`config.mk`:
```
export PLATFORM = sky130hd
export DESIGN_NAME = spi_apb_master
export DESIGN_NICKNAME = d
export VERILOG_FILES = /design/src/rtl/spi2usb_apb_pkg.sv /design/src/rtl/spi_apb_master.sv
export SDC_FILE = /design/constraint.sdc
export NUM_CORES = 1
export LEC_CHECK = 0
export ABC_AREA = 1
export BUFFER_PORTS_ARGS = -buffer_cell sky130_fd_sc_hd__buf_2
export CORE_AREA = 4 4 69 77
export DETAILED_ROUTE_END_ITERATION = 10
export DIE_AREA = 0 0 73 81
export HOLD_SLACK_MARGIN = 0.12
export PLACE_DENSITY_LB_ADDON = 0.1
export SETUP_SLACK_MARGIN = 0.1
export SYNTH_ARGS = -nofsm -noshare
export SYNTH_HDL_FRONTEND = slang
export SYNTH_SLANG_ARGS = --single-unit
```
`constraint.sdc`:
```
create_clock -name cpu_clk -period 1.8 [get_ports cpu_clk]
set_clock_uncertainty 0.2 [all_clocks]
set_input_delay 0.18 -clock cpu_clk [delete_from_list [all_inputs] [get_ports cpu_clk]]
set_output_delay 0.18 -clock cpu_clk [all_outputs]
set_load 0.01 [all_outputs]
```
`src/rtl/spi2usb_apb_pkg.sv`:
```
`default_nettype none
// ============================================================================
//  Module      : spi2usb_apb_pkg
//  Description : Shared definitions for the spi2usb APB initiator. Holds the
//                default bus widths, the initiator FSM state encoding and the
//                addresses of the spi_slave register bank.
//  Revision    : 1.0 - initial release
// ============================================================================
package spi2usb_apb_pkg;

    // Default APB address/data widths.
    localparam int C_AW_DEFAULT = 12;
    localparam int C_DW_DEFAULT = 8;

    // APB initiator state encoding.
    typedef enum logic [1:0] {
        ST_IDLE   = 2'b00,
        ST_SETUP  = 2'b01,
        ST_ACCESS = 2'b10,
        ST_RESP   = 2'b11
    } apb_state_e;

    // spi_slave register bank map.
    localparam logic [11:0] C_ADDR_STATUS0        = 12'h000;
    localparam logic [11:0] C_ADDR_STATUS1        = 12'h001;
    localparam logic [11:0] C_ADDR_STATUS2        = 12'h002;
    localparam logic [11:0] C_ADDR_STATUS3        = 12'h003;
    localparam logic [11:0] C_ADDR_VENDOR_CMD0    = 12'h004;
    localparam logic [11:0] C_ADDR_WDATA_ADDR_HS  = 12'h011;
    localparam logic [11:0] C_ADDR_WDATA_ADDR_H   = 12'h012;
    localparam logic [11:0] C_ADDR_WDATA_ADDR_L   = 12'h013;
    localparam logic [11:0] C_ADDR_RDATA_ADDR_HS  = 12'h014;
    localparam logic [11:0] C_ADDR_RDATA_ADDR_H   = 12'h015;
    localparam logic [11:0] C_ADDR_RDATA_ADDR_L   = 12'h016;

endpackage
`default_nettype wire

```
`src/rtl/spi_apb_master.sv`:
```
`default_nettype none
// ============================================================================
//  Module      : spi_apb_master
//  Description : APB initiator for the spi2usb controller. Accepts single
//                read/write requests from the SPI command decoder, runs each
//                one as an APB transfer into the spi_slave register bank and
//                returns read data plus error/timeout status. One transfer is
//                in flight at a time; every output is registered.
//  Ports       : cpu_clk, presetn (async, active-low)
//                req_*  : request handshake from the command decoder
//                rsp_*  : one-cycle response pulse with held status/data
//                p*     : APB initiator signals, pready_ack drives the bank's
//                         pready handshake input (high only in ACCESS)
//  Revision    : 1.0 - initial release
// ============================================================================
module spi_apb_master
    import spi2usb_apb_pkg::*;
#(
    parameter int          AW        = C_AW_DEFAULT,
    parameter int          DW        = C_DW_DEFAULT,
    parameter int unsigned TIMEOUT   = 255,      // 1..255, 8-bit counter
    parameter logic [2:0]  PPROT_VAL = 3'b000
) (
    input  logic          cpu_clk,
    input  logic          presetn,
    // request side
    input  logic          req_valid,
    output logic          req_ready,
    input  logic          req_write,
    input  logic [AW-1:0] req_addr,
    input  logic [DW-1:0] req_wdata,
    // response side
    output logic          rsp_valid,
    output logic [DW-1:0] rsp_rdata,
    output logic          rsp_err,
    output logic          rsp_timeout,
    // APB initiator
    output logic [AW-1:0] paddr,
    output logic          pwrite,
    output logic          psel,
    output logic          penable,
    output logic [2:0]    pprot,
    output logic          pstrb,
    output logic [DW-1:0] pwdata,
    output logic          pready_ack,
    input  logic [DW-1:0] prdata,
    input  logic          pready,
    input  logic          pslverr
);

    // Counter value in the last ACCESS cycle before abort: with TIMEOUT=N the
    // transfer gets exactly N ACCESS cycles.
    localparam logic [7:0] C_TMO_LAST = 8'(TIMEOUT - 1);

    apb_state_e r_state;
    apb_state_e w_state_nxt;
    logic [7:0] r_tcnt;
    logic       w_accept;
    logic       w_done;
    logic       w_abort;

    assign pprot = PPROT_VAL;

    // ------------------------------------------------------------------
    // State register
    // ------------------------------------------------------------------
    always_ff @(posedge cpu_clk or negedge presetn) begin
        if (!presetn) begin
            r_state <= ST_IDLE;
        end else begin
            r_state <= w_state_nxt;
        end
    end

    // ------------------------------------------------------------------
    // Next-state logic. pready is only looked at in ACCESS, so the bank's
    // reset-high pready cannot complete a transfer early. pready takes
    // priority over the timeout in the same cycle.
    // ------------------------------------------------------------------
    always_comb begin
        w_state_nxt = r_state;
        w_accept    = 1'b0;
        w_done      = 1'b0;
        w_abort     = 1'b0;
        case (r_state)
            ST_IDLE: begin
                if (req_valid && req_ready) begin
                    w_accept    = 1'b1;
                    w_state_nxt = ST_SETUP;
                end
            end
            ST_SETUP: begin
                w_state_nxt = ST_ACCESS;
            end
            ST_ACCESS: begin
                if (pready) begin
                    w_done      = 1'b1;
                    w_state_nxt = ST_RESP;
                end else if (r_tcnt == C_TMO_LAST) begin
                    w_abort     = 1'b1;
                    w_state_nxt = ST_RESP;
                end
            end
            ST_RESP: begin
                w_state_nxt = ST_IDLE;
            end
            default: begin
                w_state_nxt = ST_IDLE;
            end
        endcase
    end

    // ------------------------------------------------------------------
    // Registered outputs. Control outputs are decoded from the next state
    // so they line up with the state they belong to.
    // ------------------------------------------------------------------
    always_ff @(posedge cpu_clk or negedge presetn) begin
        if (!presetn) begin
            req_ready   <= 1'b0;
            psel        <= 1'b0;
            penable     <= 1'b0;
            pready_ack  <= 1'b0;
            rsp_valid   <= 1'b0;
            paddr       <= '0;
            pwrite      <= 1'b0;
            pwdata      <= '0;
            pstrb       <= 1'b0;
            rsp_rdata   <= '0;
            rsp_err     <= 1'b0;
            rsp_timeout <= 1'b0;
            r_tcnt      <= '0;
        end else begin
            req_ready  <= (w_state_nxt == ST_IDLE);
            psel       <= (w_state_nxt == ST_SETUP) || (w_state_nxt == ST_ACCESS);
            penable    <= (w_state_nxt == ST_ACCESS);
            pready_ack <= (w_state_nxt == ST_ACCESS);
            rsp_valid  <= (w_state_nxt == ST_RESP);

            // Request latch: held stable until the next accepted request.
            if (w_accept) begin
                paddr  <= req_addr;
                pwrite <= req_write;
                pwdata <= req_wdata;
                pstrb  <= req_write;
            end

            // Response status is updated only when a transfer completes and
            // holds until the next one.
            if (w_done) begin
                rsp_rdata   <= pwrite ? '0 : prdata;
                rsp_err     <= pslverr;
                rsp_timeout <= 1'b0;
            end else if (w_abort) begin
                rsp_rdata   <= '0;
                rsp_err     <= 1'b1;
                rsp_timeout <= 1'b1;
            end

            // Counts ACCESS cycles without pready; zero on ACCESS entry.
            if (r_state == ST_ACCESS) begin
                r_tcnt <= r_tcnt + 8'd1;
            end else begin
                r_tcnt <= '0;
            end
        end
    end

endmodule
`default_nettype wire
```
* After elaboration in Yosys (flattened, before gate mapping)
Cells that the tools add are included.
** Storage, ports and cells
- Word-level logic and storage cells :: 43
- Memories kept :: 0
- Latch bits :: 0
- Bits in writable memories :: 0
- Register bits :: 45
- Input port bits :: 34
- ROM bits :: 0
- Output and inout port bits :: 40
** Operators by class
- Muxes and demuxes :: 18
- Reductions and logical operators :: 5
- Div/mod/pow operators :: 0
- Shift operators :: 0
- Bitwise gates (word level) :: 0
- Magnitude comparators :: 0
- $add $sub $neg :: 1
- Equal/unequal tests :: 7
- $mul :: 0
** Operators with widths (number)
- $mux W8 :: 4
- $mux W1 :: 10
- $add A8 B1 Y8 const B :: 1
- $eq A2 B2 Y1 const B :: 4
- $eq A8 B8 Y1 const B :: 1
- $pmux W2 S4 :: 1
- $mux W2 :: 3
- $eq A2 B1 Y1 const B :: 2
- $logic_not A2 Y1 :: 2
- $reduce_bool A2 Y1 :: 1
- $logic_and A1 B1 Y1 :: 1
- $logic_or A1 B1 Y1 :: 1

* Depth between registers and ports, before layout
- Depth in word-level cells :: 6
- Depth in mapped cells :: 10

* Worst setup path after synthesis
OpenSTA, ideal clock, no wires.
- Path kind :: flip-flop to flip-flop
- Start :: reg r_state[0]
- End :: reg psel
- Path slack :: 0.073 ns
- Data arrival time :: 1.401 ns
- Setup time :: 0.126 ns
- Cell stages (with the launch flop) :: 10
- Cells stage by stage :: dfrtp_1 -> inv_1 -> ha_1 -> buf_4 -> nand2_1 -> nor2_1 -> nand2_2 -> nand2_1 -> a21oi_1 -> ha_1
** Between the ends
- Word-level cells in the longest chain between the ends :: 5
- Elaborated cells on any way between the ends :: 11
** Ends and longest elaborated chain
- from (decl) :: RTL line spi_apb_master.sv:55 : apb_state_e r_state;
- from (signal assigned) :: RTL line spi_apb_master.sv:71 : r_state <= w_state_nxt;
- $mux W2 :: RTL line spi_apb_master.sv:99 : end else if (r_tcnt == C_TMO_LAST) begin
- $mux W2 :: RTL line spi_apb_master.sv:96 : if (pready) begin
- $pmux W2 S4 (*) :: RTL line spi_apb_master.sv:85 : case (r_state)
- $eq A2 B1 Y1 or $eq A2 B2 Y1 (tied branches) :: RTL line spi_apb_master.sv:134 : psel <= (w_state_nxt == ST_SETUP) || (w_state_nxt == ST_ACCESS);
- $logic_or A1 B1 Y1 (*) :: RTL line spi_apb_master.sv:134
- to (signal assigned) :: RTL line spi_apb_master.sv:134
- to (decl) :: RTL line spi_apb_master.sv:40 : output logic psel,
Every way passes the cells marked *; elsewhere a longest branch is shown, timed or not.
A chain may end at the register's enable or synchronous reset.

* Final worst setup path
- Start :: reg r_state[1]
- End :: reg rsp_valid
** Between the ends
- Elaborated cells on any way between the ends :: 9
** RTL lines
- $eq A2 B2 Y1 (tied with other cells) :: RTL line spi_apb_master.sv:85
- $pmux W2 S4 (*) :: RTL line spi_apb_master.sv:85
- via w_state_nxt[0] :: RTL line spi_apb_master.sv:56 : apb_state_e w_state_nxt;
- $eq A2 B2 Y1 (*) :: RTL line spi_apb_master.sv:137 : rsp_valid <= (w_state_nxt == ST_RESP);
- to (signal assigned) :: RTL line spi_apb_master.sv:137
- to (decl) :: RTL line spi_apb_master.sv:33 : output logic rsp_valid,
The timed path passes the listed nets; every way through them passes the cells marked *.

==> summary.md <==
| Metric | Value |
|---|---|
| Outcome | finished clean |
| PortBufs | 70 |
| Reg2Reg Setup Slack | between 150 and 200 ps |
| Mapped Area | 1960 um^2 |
| CP peak stage delay | just over 400 ps |
| Setup Crit Path Kind | reg2reg |
| Final ANT Viol Nets | 0 |
| Worst Max-Slew Pin Slew | around 530 ps |
| Endpoints failing setup | 0 |
| Synth unique cells | 19 |
| P_sw | roughly 1.4 mW |
| Vias/cell | between 4 and 5 |
| Nets@finish | ~370 |
| Final Slew Violations | 0 |
| R2R cell count | 8 |
| I/O pins | between 70 and 80 |
| FILL cells | just over 400 |
| Antenna Cells | 0 |
| Buffers & Inverters on Critical Path | 2 |
| Fmax | ~610 MHz |
| Top cell type's share of synthesized area | 0.575 |
| Largest net degree at the start of global routing | 43 |
| Reg-to-Reg Start | r_state[1]$_DFF_PN0_ |
| Initial DRT Pass Iterations | 4 |
| Worst-Skew Late Latency | a little under 300 ps |
| TritonCTS Buffers | 5 |
| Worst hold path class | in2async |
| Die Height | around 81 um |
| Initial antenna violation count | 0 |
| CTS tree | done |
| Post-synth EDFFs | 0 |
| Total track usage | 0.159 |
| Hpwl dp | just under 3000 um |
| Reg clk slew, reported paths | around 80 ps |
| Std-Cell Rows | 26 |
| Synth Warn # | 0 |
| Sequential Power Share | 0.434 |
| FFs w/ async S/R, synth | 1.00 |
| Post-synthesis sequential element count | 45 |
| Switching portion of total power | 0.370 |
| Via count of the routed design | between 1,500 and 2,000 |
| Max-cap viol count | 0 |
| Synth area leader | dfrtp_1 |
| Synth top cells by count | 59 x nand2_1, 45 x dfrtp_1, 33 x inv_1 |
| Reg2reg end | rsp_valid$_DFF_PN0_ |
| Root buf cell | clkbuf_8 |
| Slew margin rel. | 0.644 |
| Worst-path fanout max | 4 |
| Crit path cell chain | ha_4 > buf_4 > nand2_2 > nand2_4 > buf_4 > nand2_1 > nand2_1 > ha_1 |
| Final hold viol count | 0 |
| Complex-gate fraction of the synthesized area | 0.0773 |
| Worst Setup End Kind | register |
| Synth area leaders | dfrtp_1 57%, nand2_1 11%, inv_1 6.3% |
| Layout cells sized above 1 | 0.296 |
| Post-route cell area | 2840 um^2 |
| Worst VDD drop | 755 uV |
| Comb pwr share | 0.409 |
| Setup crit start kind | register |
| Mapped Cells | ~220 |
| Placed Area | 2380 um^2 |
| H-tree levels | 2 |
| Post-layout minimum cycle time | 1630 ps |
| Die width | approximately 73 um |
| Simple-gate portion of the synthesized area | 0.192 |
| Die area | a little under 6000 um^2 |
| Initial DRC count | between 50 and 60 |
| Clock network power share | 0.157 |
| Starting density of the core | 0.427 |
| CP delay by family, top | flip-flops |
| Wirelength per Cell | 11.5 um |
| Pleak | about 1.6 nW |
| Final wirelength | between 4000 and 5000 um |
| Synth-to-layout area growth | 44.8% |
| Mean Syn Cell Area | 8.99 um^2 |
| Adder-cell share of the synthesized area | 0.0511 |
| Period utilisation layout | 0.907 |
| Top FF cell, synth | dfrtp_1 |
| CP arrival | ~1600 ps |
| DRC viols | 0 |
| First-pass GRT wire length | between 7000 and 8000 um |
| RSZ-0062 raised after global routing | true |
| Int Power | 2.39 mW |
| Largest family of logic cells by synthesized area | simple AND/OR/NAND/NOR gates |
| WP data required | 1790 ps |
| Sequential fraction of the synthesis area | 0.575 |
| Xor/xnor share of the synthesized area | 0 |
| Count leader, synth | nand2_1 |
| Number of global-route vias before repair | approximately 1,600 |
| GR Overflow Total | 0 |
| Slowest CP cell | dfrtp_1 |
| Clock Path Buffers | 2 |
| Power Density | 1340 nW/um^2 |
| GP Congestion | about 0.77 |
| Setup tns final | 0 ps |
| Post-synthesis mux area share | 0 |
| Core Region | 4590 um^2 |
| Clock net sink count | 45 |
## per-layer routing
layer / wire length [um] / vias up / part of all wire / track usage
met5: 0 / - / 0 / 0
met1: 1890 / 749 / 0.43 / 0.193
met2: 2230 / 41 / 0.50 / 0.274
li1: - / 870 / - / -
met4: 38 / 0 / 0.0086 / 0.0443
met3: 264 / 4 / 0.060 / 0.0470
## worst max-delay path by stage
stage	start	end	slack, ps	cells after the start
4_1_cts	r_state[0]$_DFF_PN0_	psel$_DFF_PN0_	110	8
5_1_grt	r_state[0]$_DFF_PN0_	psel$_DFF_PN0_	90	8
3_5_place_dp	r_state[0]$_DFF_PN0_	psel$_DFF_PN0_	50	8
3_3_place_gp	r_state[0]$_DFF_PN0_	psel$_DFF_PN0_	80	8
2_1_floorplan	r_state[0]$_DFF_PN0_	psel$_DFF_PN0_	100	9
6_report	r_state[1]$_DFF_PN0_	rsp_valid$_DFF_PN0_	170	8
## sequential cells by signal, indices dropped and copies added, names as in the netlist
name and count:
r_tcnt 8, rsp_err 1, req_ready 1, rsp_rdata 8, rsp_valid 1, psel 1
pstrb 1, paddr 12, rsp_timeout 1, r_state 2, pready_ack 1, pwdata 8
## through the flow
step                std cells  hold WS, ps  utilization  setup WS [ps]  total power, mW
floorplan                 220         -316            -            102             2.48
global placement          340        -5.04        0.519           83.9             3.07
detailed placement        340        -5.53        0.519           48.6             3.12
CTS                       381          217        0.611            106             3.79
global route              384          235        0.619           91.9             4.13
finish                    384          192        0.619            168             3.80
## cell usage in the layout (no fill, tap or decap), drive strengths merged, types with 8 or more instances in the layout
master and n:
nand2 62, inv 33, dlygate4sd3 33, nand3 13, clkbuf 8, o21ai 24, dfrtp 45, ha 8
buf 79, nor2 13
## power by group through the flow
| stage | sequential (mW) | clock (mW) | combinational [mW] |
|---|---|---|---|
| 2_1_floorplan | 1.81 | 0 | 0.668 |
| 6_report | 1.65 | 0.595 | 1.55 |
| 3_5_place_dp | 1.65 | 0 | 1.46 |
| 4_1_cts | 1.65 | 0.613 | 1.53 |
| 5_1_grt | 1.70 | 0.654 | 1.78 |
| 3_3_place_gp | 1.65 | 0 | 1.42 |
## worst reg2reg max path, cell delays in order, from the launching register on
cell and delay (ps):
dfrtp_1 410, ha_4 180, buf_4 130, nand2_2 100, nand2_4 70, buf_4 130
nand2_1 40, nand2_1 70, ha_1 200
## layout make-up
class / instances / area [um^2] / share of cell area
flip-flops and latches: 45 / 1130 / 0.397
repair buffers: 112 / 773 / 0.272
multi-input cells: 130 / 664 / 0.234
inverters: 33 / 124 / 0.0437
clock buffers: 8 / 80.1 / 0.0282
well taps: 56 / 70.1 / 0.0247
## cell families after synthesis
family / Yosys count
adder cells (fa/ha/maj): 8
AND/OR/NAND/NOR: 90
other: 1
AO/OA/AOI/OAI: 29
flip-flops: 45
buffers and inverters: 45
## repair_timing
action / 4_1_cts / 5_1_grt
buffers inserted: 0 / 3
resized for setup: 2 / 5
hold endpoints to repair: 76 / 0
hold buffers: 33 / 0
pin swaps: 0 / 4
setup endpoints to repair: 1 / 3
No activity file was read; power rests on OpenSTA's default activity.
